===== config.mk =====
export PLATFORM = sky130hd
export DESIGN_NAME = pbit_sweep_scheduler
export DESIGN_NICKNAME = d
export VERILOG_FILES = /design/src/rtl/pbit_sweep_scheduler_pkg.sv /design/src/rtl/pbit_field_accum.sv /design/src/rtl/pbit_sweep_scheduler.sv
export SDC_FILE = /design/constraint.sdc
export NUM_CORES = 1
export LEC_CHECK = 0
export ABC_CLOCK_PERIOD_IN_PS = 4400
export BUFFER_PORTS_ARGS = -buffer_cell sky130_fd_sc_hd__buf_2
export CAP_MARGIN = 20
export CORE_UTILIZATION = 58
export DETAILED_ROUTE_END_ITERATION = 6
export PLACE_DENSITY = 0.77
export RECOVER_POWER = 25
export SYNTH_ARGS = -nofsm -noshare
export SYNTH_HDL_FRONTEND = slang
export SYNTH_SLANG_ARGS = --single-unit
export TNS_END_PERCENT = 20

===== constraint.sdc =====
create_clock -name CLK -period 4.4 [get_ports CLK]
set_input_delay 0.44 -clock CLK [delete_from_list [all_inputs] [get_ports CLK]]
set_output_delay 0.44 -clock CLK [all_outputs]
set_load 0.1 [all_outputs]

===== src/rtl/pbit_sweep_scheduler_pkg.sv =====
// pbit_pkg: shared fixed-point constants, sign-magnitude <-> two's-complement
// conversion helpers and the sweep FSM state encoding.
//   N             word width (1 sign bit + N-1 magnitude bits)
//   Q             fractional bits
//   ONE_SM        +1.0 in sign-magnitude
//   CLAMP_MAX_SM  largest representable field after clamping (+7.75 at defaults)
//   CLAMP_MIN_SM  smallest field after clamping (-8.0 at defaults)
package pbit_pkg;

    localparam int N = 7;
    localparam int Q = 2;

    // Clamp limits expressed in units of 2^-Q.
    localparam int CLAMP_MAX_TC = (2 ** (N - 2)) - 1;
    localparam int CLAMP_MIN_TC = -(2 ** (N - 2));

    localparam logic [N-1:0] ONE_SM       = N'(2 ** Q);
    localparam logic [N-1:0] CLAMP_MAX_SM = N'(CLAMP_MAX_TC);
    localparam logic [N-1:0] CLAMP_MIN_SM = {1'b1, (N-1)'(2 ** (N - 2))};

    typedef enum logic [2:0] {
        ST_IDLE  = 3'd0,
        ST_FETCH = 3'd1,
        ST_DRAIN = 3'd2,
        ST_CLAMP = 3'd3,
        ST_FIRE  = 3'd4
    } state_t;

    // Negative zero maps to 0 because negating a zero magnitude yields 0.
    function automatic logic signed [N-1:0] sm2tc(input logic [N-1:0] sm);
        logic signed [N-1:0] mag;
        mag = signed'({1'b0, sm[N-2:0]});
        return sm[N-1] ? -mag : mag;
    endfunction

    // Zero always comes out as +0.
    function automatic logic [N-1:0] tc2sm(input logic signed [N-1:0] tc);
        logic [N-2:0] mag;
        mag = tc[N-1] ? (N-1)'(-tc) : (N-1)'(tc);
        return {tc[N-1], mag};
    endfunction

endpackage


===== src/rtl/pbit_field_accum.sv =====
// pbit_field_accum: serial local-field accumulator shared by all p-bits.
// Each added word is converted from sign-magnitude, optionally negated, and
// summed into a register wide enough that it can never overflow. z_sm is the
// combinational clamped, sign-magnitude view of the running sum.
//   CLK, RST  clock, asynchronous active-high reset
//   clr       zero the accumulator (wins over add_en)
//   add_en    add the current data word
//   neg       negate the current word before adding
//   data      sign-magnitude word from the table
//   z_sm      clamped sum, sign-magnitude
module pbit_field_accum
    import pbit_pkg::*;
#(
    parameter int ACC_W = N + 3
) (
    input  logic         CLK,
    input  logic         RST,
    input  logic         clr,
    input  logic         add_en,
    input  logic         neg,
    input  logic [N-1:0] data,
    output logic [N-1:0] z_sm
);

    localparam logic signed [ACC_W-1:0] ACC_MAX = ACC_W'(CLAMP_MAX_TC);
    localparam logic signed [ACC_W-1:0] ACC_MIN = ACC_W'(CLAMP_MIN_TC);

    logic signed [N-1:0]     w_tc;
    logic signed [ACC_W-1:0] w_ext;
    logic signed [ACC_W-1:0] w_term;
    logic signed [ACC_W-1:0] r_acc;

    assign w_tc   = sm2tc(data);
    assign w_ext  = ACC_W'(w_tc);
    assign w_term = neg ? -w_ext : w_ext;

    always_ff @(posedge CLK or posedge RST) begin
        if (RST) begin
            r_acc <= '0;
        end else if (clr) begin
            r_acc <= '0;
        end else if (add_en) begin
            r_acc <= r_acc + w_term;
        end
    end

    // Within the clamp range the low N bits already hold the exact value.
    always_comb begin
        z_sm = tc2sm(N'(r_acc));
        if (r_acc > ACC_MAX) begin
            z_sm = CLAMP_MAX_SM;
        end else if (r_acc < ACC_MIN) begin
            z_sm = CLAMP_MIN_SM;
        end
    end

endmodule


===== src/rtl/pbit_sweep_scheduler.sv =====
// pbit_sweep_scheduler: Gibbs-sweep controller. For each p-bit in turn it
// reads the bias and the off-diagonal weights from an external table,
// accumulates the local field, clamps it onto z and pulses that p-bit's
// enable. Runs num_sweeps sweeps (0 = until stop).
//   CLK, RST     clock, asynchronous active-high reset
//   start        begin a run (ignored while busy)
//   stop         finish the current p-bit update, then go idle
//   num_sweeps   sweeps per run, sampled on start
//   m            current p-bit outputs (1 = +1, 0 = -1)
//   tbl_rd       table read strobe
//   tbl_addr     table address (w_ij at i*NUM_PBITS+j, b_i after the matrix)
//   tbl_data     table read data
//   z            clamped local field, held until the next clamp
//   pbit_en      one-hot enable of the p-bit being updated
//   busy         run in progress
//   sweep_done   one-cycle pulse at the end of each full sweep
//   sweep_count  completed sweeps in the current run
//   dbg_state    current FSM state
//
// Table interface: fixed-latency read, no back-pressure. tbl_data belongs to
// the address presented with tbl_rd on the previous cycle, every time.
module pbit_sweep_scheduler
    import pbit_pkg::*;
#(
    parameter int NUM_PBITS = 3,
    parameter int EN_CYCLES = 2,
    parameter int AW        = $clog2(NUM_PBITS * NUM_PBITS + NUM_PBITS)
) (
    input  logic                 CLK,
    input  logic                 RST,
    input  logic                 start,
    input  logic                 stop,
    input  logic [15:0]          num_sweeps,
    input  logic [NUM_PBITS-1:0] m,
    output logic                 tbl_rd,
    output logic [AW-1:0]        tbl_addr,
    input  logic [N-1:0]         tbl_data,
    output logic [N-1:0]         z,
    output logic [NUM_PBITS-1:0] pbit_en,
    output logic                 busy,
    output logic                 sweep_done,
    output logic [15:0]          sweep_count,
    output logic [2:0]           dbg_state
);

    localparam int IW    = $clog2(NUM_PBITS);
    localparam int CMAX  = (NUM_PBITS > EN_CYCLES) ? NUM_PBITS : EN_CYCLES;
    localparam int CW    = (CMAX > 1) ? $clog2(CMAX) : 1;
    localparam int ACC_W = N + $clog2(NUM_PBITS) + 1;

    state_t         r_state, w_state_nxt;
    logic [IW-1:0]  r_i, w_i_nxt;
    logic [CW-1:0]  r_cnt, w_cnt_nxt;
    logic [15:0]    r_sweep_count, w_sweep_count_nxt;
    logic [15:0]    r_num_sweeps;
    logic           r_stop_pend;
    logic           w_stop_eff;
    logic           w_sweep_done;
    logic [IW-1:0]  w_j;
    logic           r_rd_d;
    logic [IW-1:0]  r_prev_j;
    logic           r_prev_bias;
    logic [N-1:0]   r_z;
    logic [N-1:0]   w_z_sm;

    // Fetch slot k>0 reads column k-1, skipping the diagonal.
    always_comb begin
        int k;
        k   = int'(r_cnt) - 1;
        w_j = (k < int'(r_i)) ? IW'(k) : IW'(k + 1);
    end

    assign w_stop_eff = r_stop_pend | stop;

    always_comb begin
        w_state_nxt       = r_state;
        w_i_nxt           = r_i;
        w_cnt_nxt         = r_cnt;
        w_sweep_count_nxt = r_sweep_count;
        w_sweep_done      = 1'b0;
        case (r_state)
            ST_IDLE: begin
                if (start) begin
                    w_state_nxt       = ST_FETCH;
                    w_i_nxt           = '0;
                    w_cnt_nxt         = '0;
                    w_sweep_count_nxt = '0;
                end
            end
            ST_FETCH: begin
                if (r_cnt == CW'(NUM_PBITS - 1)) begin
                    w_state_nxt = ST_DRAIN;
                    w_cnt_nxt   = '0;
                end else begin
                    w_cnt_nxt = r_cnt + CW'(1);
                end
            end
            ST_DRAIN: w_state_nxt = ST_CLAMP;
            ST_CLAMP: begin
                w_state_nxt = ST_FIRE;
                w_cnt_nxt   = '0;
            end
            ST_FIRE: begin
                if (r_cnt == CW'(EN_CYCLES - 1)) begin
                    w_cnt_nxt = '0;
                    if (r_i != IW'(NUM_PBITS - 1)) begin
                        w_i_nxt     = r_i + IW'(1);
                        w_state_nxt = w_stop_eff ? ST_IDLE : ST_FETCH;
                    end else begin
                        w_sweep_done      = 1'b1;
                        w_sweep_count_nxt = r_sweep_count + 16'd1;
                        w_i_nxt           = '0;
                        if (((r_num_sweeps != 16'd0) && (w_sweep_count_nxt == r_num_sweeps))
                            || w_stop_eff) begin
                            w_state_nxt = ST_IDLE;
                        end else begin
                            w_state_nxt = ST_FETCH;
                        end
                    end
                end else begin
                    w_cnt_nxt = r_cnt + CW'(1);
                end
            end
            default: w_state_nxt = ST_IDLE;
        endcase
    end

    always_ff @(posedge CLK or posedge RST) begin
        if (RST) begin
            r_state       <= ST_IDLE;
            r_i           <= '0;
            r_cnt         <= '0;
            r_sweep_count <= '0;
        end else begin
            r_state       <= w_state_nxt;
            r_i           <= w_i_nxt;
            r_cnt         <= w_cnt_nxt;
            r_sweep_count <= w_sweep_count_nxt;
        end
    end

    always_ff @(posedge CLK or posedge RST) begin
        if (RST) begin
            r_num_sweeps <= '0;
            r_stop_pend  <= 1'b0;
            r_rd_d       <= 1'b0;
            r_prev_j     <= '0;
            r_prev_bias  <= 1'b0;
            r_z          <= '0;
        end else begin
            if (r_state == ST_IDLE && start) begin
                r_num_sweeps <= num_sweeps;
            end
            // A stop seen together with start in IDLE is kept for the run.
            if (w_state_nxt == ST_IDLE) begin
                r_stop_pend <= 1'b0;
            end else if (stop) begin
                r_stop_pend <= 1'b1;
            end
            r_rd_d      <= tbl_rd;
            r_prev_j    <= w_j;
            r_prev_bias <= (r_cnt == '0);
            if (r_state == ST_CLAMP) begin
                r_z <= w_z_sm;
            end
        end
    end

    pbit_field_accum #(
        .ACC_W (ACC_W)
    ) u_accum (
        .CLK    (CLK),
        .RST    (RST),
        .clr    ((r_state == ST_FETCH) && (r_cnt == '0)),
        .add_en (r_rd_d),
        .neg    (!r_prev_bias && !m[r_prev_j]),
        .data   (tbl_data),
        .z_sm   (w_z_sm)
    );

    assign tbl_rd      = (r_state == ST_FETCH);
    assign tbl_addr    = !tbl_rd ? '0 :
                         (r_cnt == '0) ? AW'(NUM_PBITS * NUM_PBITS) + AW'(r_i)
                                       : AW'(r_i) * AW'(NUM_PBITS) + AW'(w_j);
    assign z           = r_z;
    assign pbit_en     = (r_state == ST_FIRE) ? (NUM_PBITS'(1) << r_i) : '0;
    assign busy        = (r_state != ST_IDLE);
    assign sweep_done  = w_sweep_done;
    assign sweep_count = r_sweep_count;
    assign dbg_state   = r_state;

endmodule


### Word level (Yosys, flattened, before mapping)

Cells that the tools add are included.

* $add $sub $neg: 11
* multiply operators: 1
* order comparisons: 4
* eq/ne operators: 11
* shift operators: 1
* mux-type cells: 36
* bitwise operators: 1
* reduce and logical (&&, ||, !) cells: 19

Operator list (number)
* 16-bit 2-to-1 mux: 3
* 16-bit case mux with 2 select lines: 1
* 10-bit 2-to-1 mux: 3
* 7-bit 2-to-1 mux: 3
* 16-bit by 1-bit adder with 16-bit output, second input constant: 1
* 16-bit == test: 1
* 16-bit nonzero test: 1
* 3-bit case mux with 5 select lines: 1
* 2-bit 2-to-1 mux: 6
* 3-bit 2-to-1 mux: 4
* 10-bit adder: 1
* 10-bit by 6-bit greater-than comparator with 1-bit output, second input constant: 1
* 10-bit by 6-bit less-than comparator with 1-bit output, second input constant: 1
* 7-bit negator with 10-bit output: 1
* 1-bit 2-to-1 mux: 9
* 4-bit 2-to-1 mux: 2
* 2-bit != test, second input constant: 4
* 2-bit case mux with 4 select lines: 1
* 6-bit negator with 7-bit output: 1
* 3-bit by 2-bit == test with 1-bit output, second input constant: 2
* 3-bit logical NOT: 2
* 6-bit 2-to-1 mux: 1
* 6-bit negator: 1
* 2-bit nonzero test: 3
* other kinds (25): 30

* register bits after elaboration: 61
* input bits: 30
* output and inout port bits: 36
* logic and storage cells: 95

### Longest topological paths before layout

* word-level depth: 10
* depth in mapped cells: 15
* depth with buffers taken out: 15

### By module

From an unflattened synthesis, not the netlist that was laid out.

* cells, all modules: 461
* area total of the unflattened synthesis: 4434.3 um^2

Modules (own cells, without submodules)
* pbit_sweep_scheduler: times used 1, cells an instance 295, area an instance 3030.4 um^2, seq. area each 1276.2 um^2
* pbit_field_accum: times used 1, cells an instance 166, area an instance 1403.8 um^2, seq. area each 250.2 um^2

### Worst setup path after synthesis

Ideal clock, no wire load.

* kind: register to output
* start: register r_cnt[0]
* end: output port tbl_addr[3]
* arrival time: 3950 ps
* required time: 3960 ps
* path slack: 10 ps
* stages on the path, launching flop included: 12
* buffers on the path: 0
* cell sequence: dfrtp_1 -> inv_1 -> ha_1 -> inv_1 -> ha_1 -> nor4_1 -> a21oi_1 -> fa_1 -> ha_1 -> inv_1 -> fa_1 -> a21oi_1

* longest elaborated chain between the ends: 6
* elaborated cells between the ends (all ways): 8
* those cells by class: add/sub (3); order compare (1); mux (3); reduce/logical (1)

Ends and longest elaborated chain
* from (decl): RTL line pbit_sweep_scheduler.sv:53 `logic [CW-1:0] r_cnt, w_cnt_nxt;`
* from (signal assigned): RTL line pbit_sweep_scheduler.sv:137 `r_cnt <= w_cnt_nxt;`
* 2-bit by 1-bit subtractor with 3-bit output (*): RTL line pbit_sweep_scheduler.sv:69 `k = int'(r_cnt) - 1;`
* 3-bit less-than comparator or 2-bit adder (tied branches): RTL line pbit_sweep_scheduler.sv:70 `w_j = (k < int'(r_i)) ? IW'(k) : IW'(k + 1);`
* 2-bit 2-to-1 mux (*): RTL line pbit_sweep_scheduler.sv:70
* named net w_j[1]: RTL line pbit_sweep_scheduler.sv:59 `logic [IW-1:0] w_j;`
* 4-bit by 2-bit adder with 4-bit output (*): RTL line pbit_sweep_scheduler.sv:184 `: AW'(r_i) * AW'(NUM_PBITS) + AW'(w_j);`
* 4-bit 2-to-1 mux (*): RTL line pbit_sweep_scheduler.sv:183 `(r_cnt == '0) ? AW'(NUM_PBITS * NUM_PBITS) + AW'(r_i)`
* 4-bit 2-to-1 mux (*): RTL line pbit_sweep_scheduler.sv:182 `assign tbl_addr = !tbl_rd ? '0 :`
* to (decl): RTL line pbit_sweep_scheduler.sv:36 `output logic [AW-1:0] tbl_addr,`

Mark *: on every way through the listed nets, which the timed path passes. The rest lies on a longest branch.

### Worst setup path in the final report

* start: register r_cnt[0]
* end: output port tbl_addr[2]

Same word-level chain as after synthesis.

==> implementation parameters <==
Parameter                              Value

Critical path
  Crit Path Max Fanout ... 8
  Max stage delay on crit path ... about 460 ps
  Data arrival time of the critical path ... 3730 ps
  Worst-case register-to-register setup slack ... ~1400 ps
  Critical-path cell list ... inv_1 -> ha_1 -> inv_1 -> ha_1 -> nor4_1 -> a21oi_1 -> fa_1 -> ha_1 -> inv_1 -> fa_1 -> nor2_1 -> a21oi_1 -> nor2_1 -> buf_4
  Critical path launch point type ... register
  Critical path endpoint category ... primary output
  Buffers and inverters on the worst path ... 4
  Cell with the largest stage delay on the worst path ... fa_1
  Critical path start-end classification ... reg2out
  Worst reg-to-reg path cell count ... 13
  Data required time at the worst endpoint ... approximately 4000 ps
  CP delay by family, top ... adder cells
  Reg-to-Reg Start ... r_prev_j[1]
  End of the worst register-to-register path ... u_accum.r_acc[8]

Synth
  Mean cell area of the mapped netlist ... ~9.0 um^2
  Gate Count Post-Synth ... 468
  Area leader, netlist ... dfrtp_1
  Area share of the largest cell type after synthesis ... 0.361
  Part of the Yosys area used for sequential elements ... 0.361
  Leading cell types by count after synthesis ... 61 x dfrtp_1, 47 x nor2_1, 37 x nand2_1
  Number of register bits inferred by synthesis ... around 60
  Mux contribution to synthesized area ... 0.0696
  Xor-xnor portion of the synthesized cell area ... 0.0808
  Combinational family with the most area after synthesis ... compound AO/OA/AOI/OAI gates
  Async set or reset register ratio after synthesis ... 1.00
  Largest cells by area after synthesis ... dfrtp_1 36%, ha_1 7.7%, xnor2_1 6.0%, mux2_2 5.1%, nor2_1 4.2%
  Primary flip-flop cell chosen by synthesis mapping ... dfrtp_1
  Count of flip-flops with a built-in enable after synthesis ... 0
  Number of distinct standard cells referenced by the synthesized netlist ... between 50 and 60
  Cell area after technology mapping ... roughly 4200 um^2
  Synth Area in Adders ... 0.0912
  Leading cell type by number of instances after synthesis ... dfrtp_1
  Net count after synthesis ... approximately 530
  Compound-gate portion of the synthesized area ... 0.186
  Post-synthesis share of cell area spent on and, or, nand and nor gates ... 0.169
  Yosys warning count ... 0

STA
  Hold violation total from the final report ... 0
  Total negative setup slack ... 0 ps
  Count of pins over their slew limit ... 62
  Tightest Pin Transition ... ~3200 ps
  Final period utilization ... 0.947
  Time the final worst path needs with I/O delays and setup ... 4170 ps
  Unrepaired setup endpoints after global routing ... false
  Final Setup Violations ... 0
  Headroom to the max-slew limit ... -1.12
  Max frequency ... approximately 0.24 GHz
  Final clock skew ... around 12 ps

Drt
  Count of antenna-violating nets left after detailed routing ... 0
  Number of optimization iterations in the first detailed-route pass ... 5
  Drt initial violations ... roughly 220
  Post-route DRC ... 0
  Per-cell routed wire length ... about 15 um
  Routed via count ... between 3000 and 4000
  Routed vias/inst ... 5.86
  Post-Route WL ... approximately 9400 um

CTS
  Maximum clock insertion buffer count ... 2
  Clock transition time at the flip-flop clock pins of the worst setup and hold paths ... roughly 80 ps
  Number of cells upsized or downsized after cts ... 0
  Clock latency at the later pin of the worst-skew pair ... between 300 and 400 ps
  Clock root buffer master ... clkbuf_8
  CTS buffer count ... 9
  H-Tree Depth ... 3
  CTS sink cnt ... 61
  Clock tree from TritonCTS ... yes
  # hold bufs at CTS ... 0
  # Post-CTS Setup Buffers ... 0

Outcome
  Violated checks ... capacitance limit, slew limit
  Run status ... finished with violations

Cells and area
  Number of non-filler instances in the completed layout ... 634
  Proportion of layout cells with a drive suffix above 1 ... 0.214
  Relative area change from synthesis to final layout ... 13.9%
  Final nets ... about 590
  Antenna fix cells ... 0

Global route
  Number of antenna violations at the first check in global routing ... 0
  Global-route wire length before repair ... around 16000 um
  GRT overflow ... 0
  Vias in the first global route ... between 3000 and 4000
  Global routing usage summed across all routing layers ... 0.266
  Largest net degree at the start of global routing ... a little over 60

Place
  Number of placed instances, taps included ... approximately 620
  Routability congestion estimate ... between 0.8 and 0.9
  Detailed placer's ending HPWL ... roughly 7100 um
  PortBufs ... 65

Run
  Number of violations of the max-capacitance limit ... 1

Floorplan
  Effective utilization at floorplan ... 0.612
  Die area ... between 7000 and 8000 um^2
  Die outline height ... slightly below 90 um
  Number of placement rows ... 30
  Die span in x ... 87.4 um
  Number of primary I/O pins ... between 60 and 70
  Core area ... between 6000 and 7000 um^2

Hold path
  Worst min path class ... in2reg
  End point of the most critical hold path ... r_num_sweeps[15]
  Cells on Worst Hold Path ... 2
  Worst hold path startpoint ... num_sweeps[15]

Power and ir drop
  Power density over the cells ... approximately 800 nW/um^2
  Pleak ... 2.20 nW
  Worst voltage drop across the vdd grid ... 1080 uV
  Total power after layout ... roughly 3.8 mW
worst reg2reg max path, stage by stage, from the launching register on:
cell and delay [ps]:
dfrtp_1 390, mux2i_1 240, o221a_2 320, nand2_1 90, xor2_1 200, inv_1 90, fa_1 440, nor2b_1 160
o21ai_0 120, a21boi_0 260, o21ai_0 150, a21oi_1 190, mux2i_1 210, nor2_1 60
state kept, by name (all words and copies together), names as in the netlist:
signal         count
z                  7
r_cnt              2
r_i                2
sweep_count       16
r_rd_d             1
r_num_sweeps      16
r_prev_bias        1
r_stop_pend        1
dbg_state          3
r_prev_j           2
u_accum.r_acc     10
cells by family after synthesis:
family | after synthesis
compound gates | 120
xor+xnor | 39
fa+ha+maj | 29
buf+inv | 43
flops | 61
mux | 27
simple gates | 149
report_power, final:
group	switching [mW]	internal, mW	total (mW)
logic	1.53	0.800	2.33
registers	0.272	0.768	1.04
clock network	0.248	0.212	0.460
total	2.05	1.78	3.83
metal layers:
layer | vias to the layer above | routed length, um | global-route usage
li1 | 1812 | - | -
met1 | 1776 | 4560 | 0.379
met2 | 108 | 4180 | 0.408
met3 | 17 | 459 | 0.0521
met4 | 0 | 153 | 0.0805
met5 | - | 0 | 0
cells in the final DEF, fill, tap and decap left out, types with 4 or more instances in the layout:
cell type,netlist,layout
xor2_1,10,10
and3_1,7,7
a211oi_1,5,5
a21o_1,7,7
nand4_1,8,8
o31ai_1,11,11
nand2b_1,6,6
nand2_1,37,37
buf_2,1,64
nand3_1,8,8
inv_1,28,28
nor2_1,47,47
clkbuf_8,0,9
nor4_1,6,6
or3_1,5,5
mux2_2,19,19
a31oi_1,4,4
o21ai_0,34,34
nor3_1,10,10
dfrtp_1,61,60
a21oi_1,32,32
xnor2_1,29,29
o221ai_1,4,4
mux2i_1,8,8
ha_1,26,26
clkinv_4,0,4
buf_4,1,4
metrics by stage:
| step | util | setup WS [ps] | instance area, um^2 | hold WS (ps) |
|---|---|---|---|---|
| 2_1_floorplan | - | 10.1 | 4230 | 465 |
| 3_3_place_gp | 0.670 | 714 | 4630 | 477 |
| 3_5_place_dp | 0.670 | 449 | 4630 | 481 |
| 4_1_cts | 0.697 | 68.0 | 4810 | 320 |
| 5_1_grt | 0.697 | 89.4 | 4810 | 316 |
| 6_report | 0.697 | 231 | 4810 | 326 |
final cells by class:
cell class / instances / area (um^2)
sequential: 61 / 1530
clock inverter: 7 / 60.1
fill: 567 / 2090
timing repair buffer: 69 / 354
clock buffer: 9 / 124
tap: 96 / 120
inverter: 28 / 105
multi-input combinational: 364 / 2520
how the worst max path moves through the flow:
stage / start / to / slack (ps) / cells past startpoint
4_1_cts: r_cnt[0] / tbl_addr[2] / 70 / 14
2_1_floorplan: r_cnt[0] / tbl_addr[3] / 10 / 11
3_5_place_dp: r_cnt[0] / tbl_addr[2] / 450 / 14
3_3_place_gp: r_cnt[0] / tbl_addr[2] / 710 / 14
5_1_grt: r_cnt[0] / tbl_addr[2] / 90 / 14
6_report: r_cnt[0] / tbl_addr[2] / 230 / 14
No activity file was read; power rests on OpenSTA's default activity.
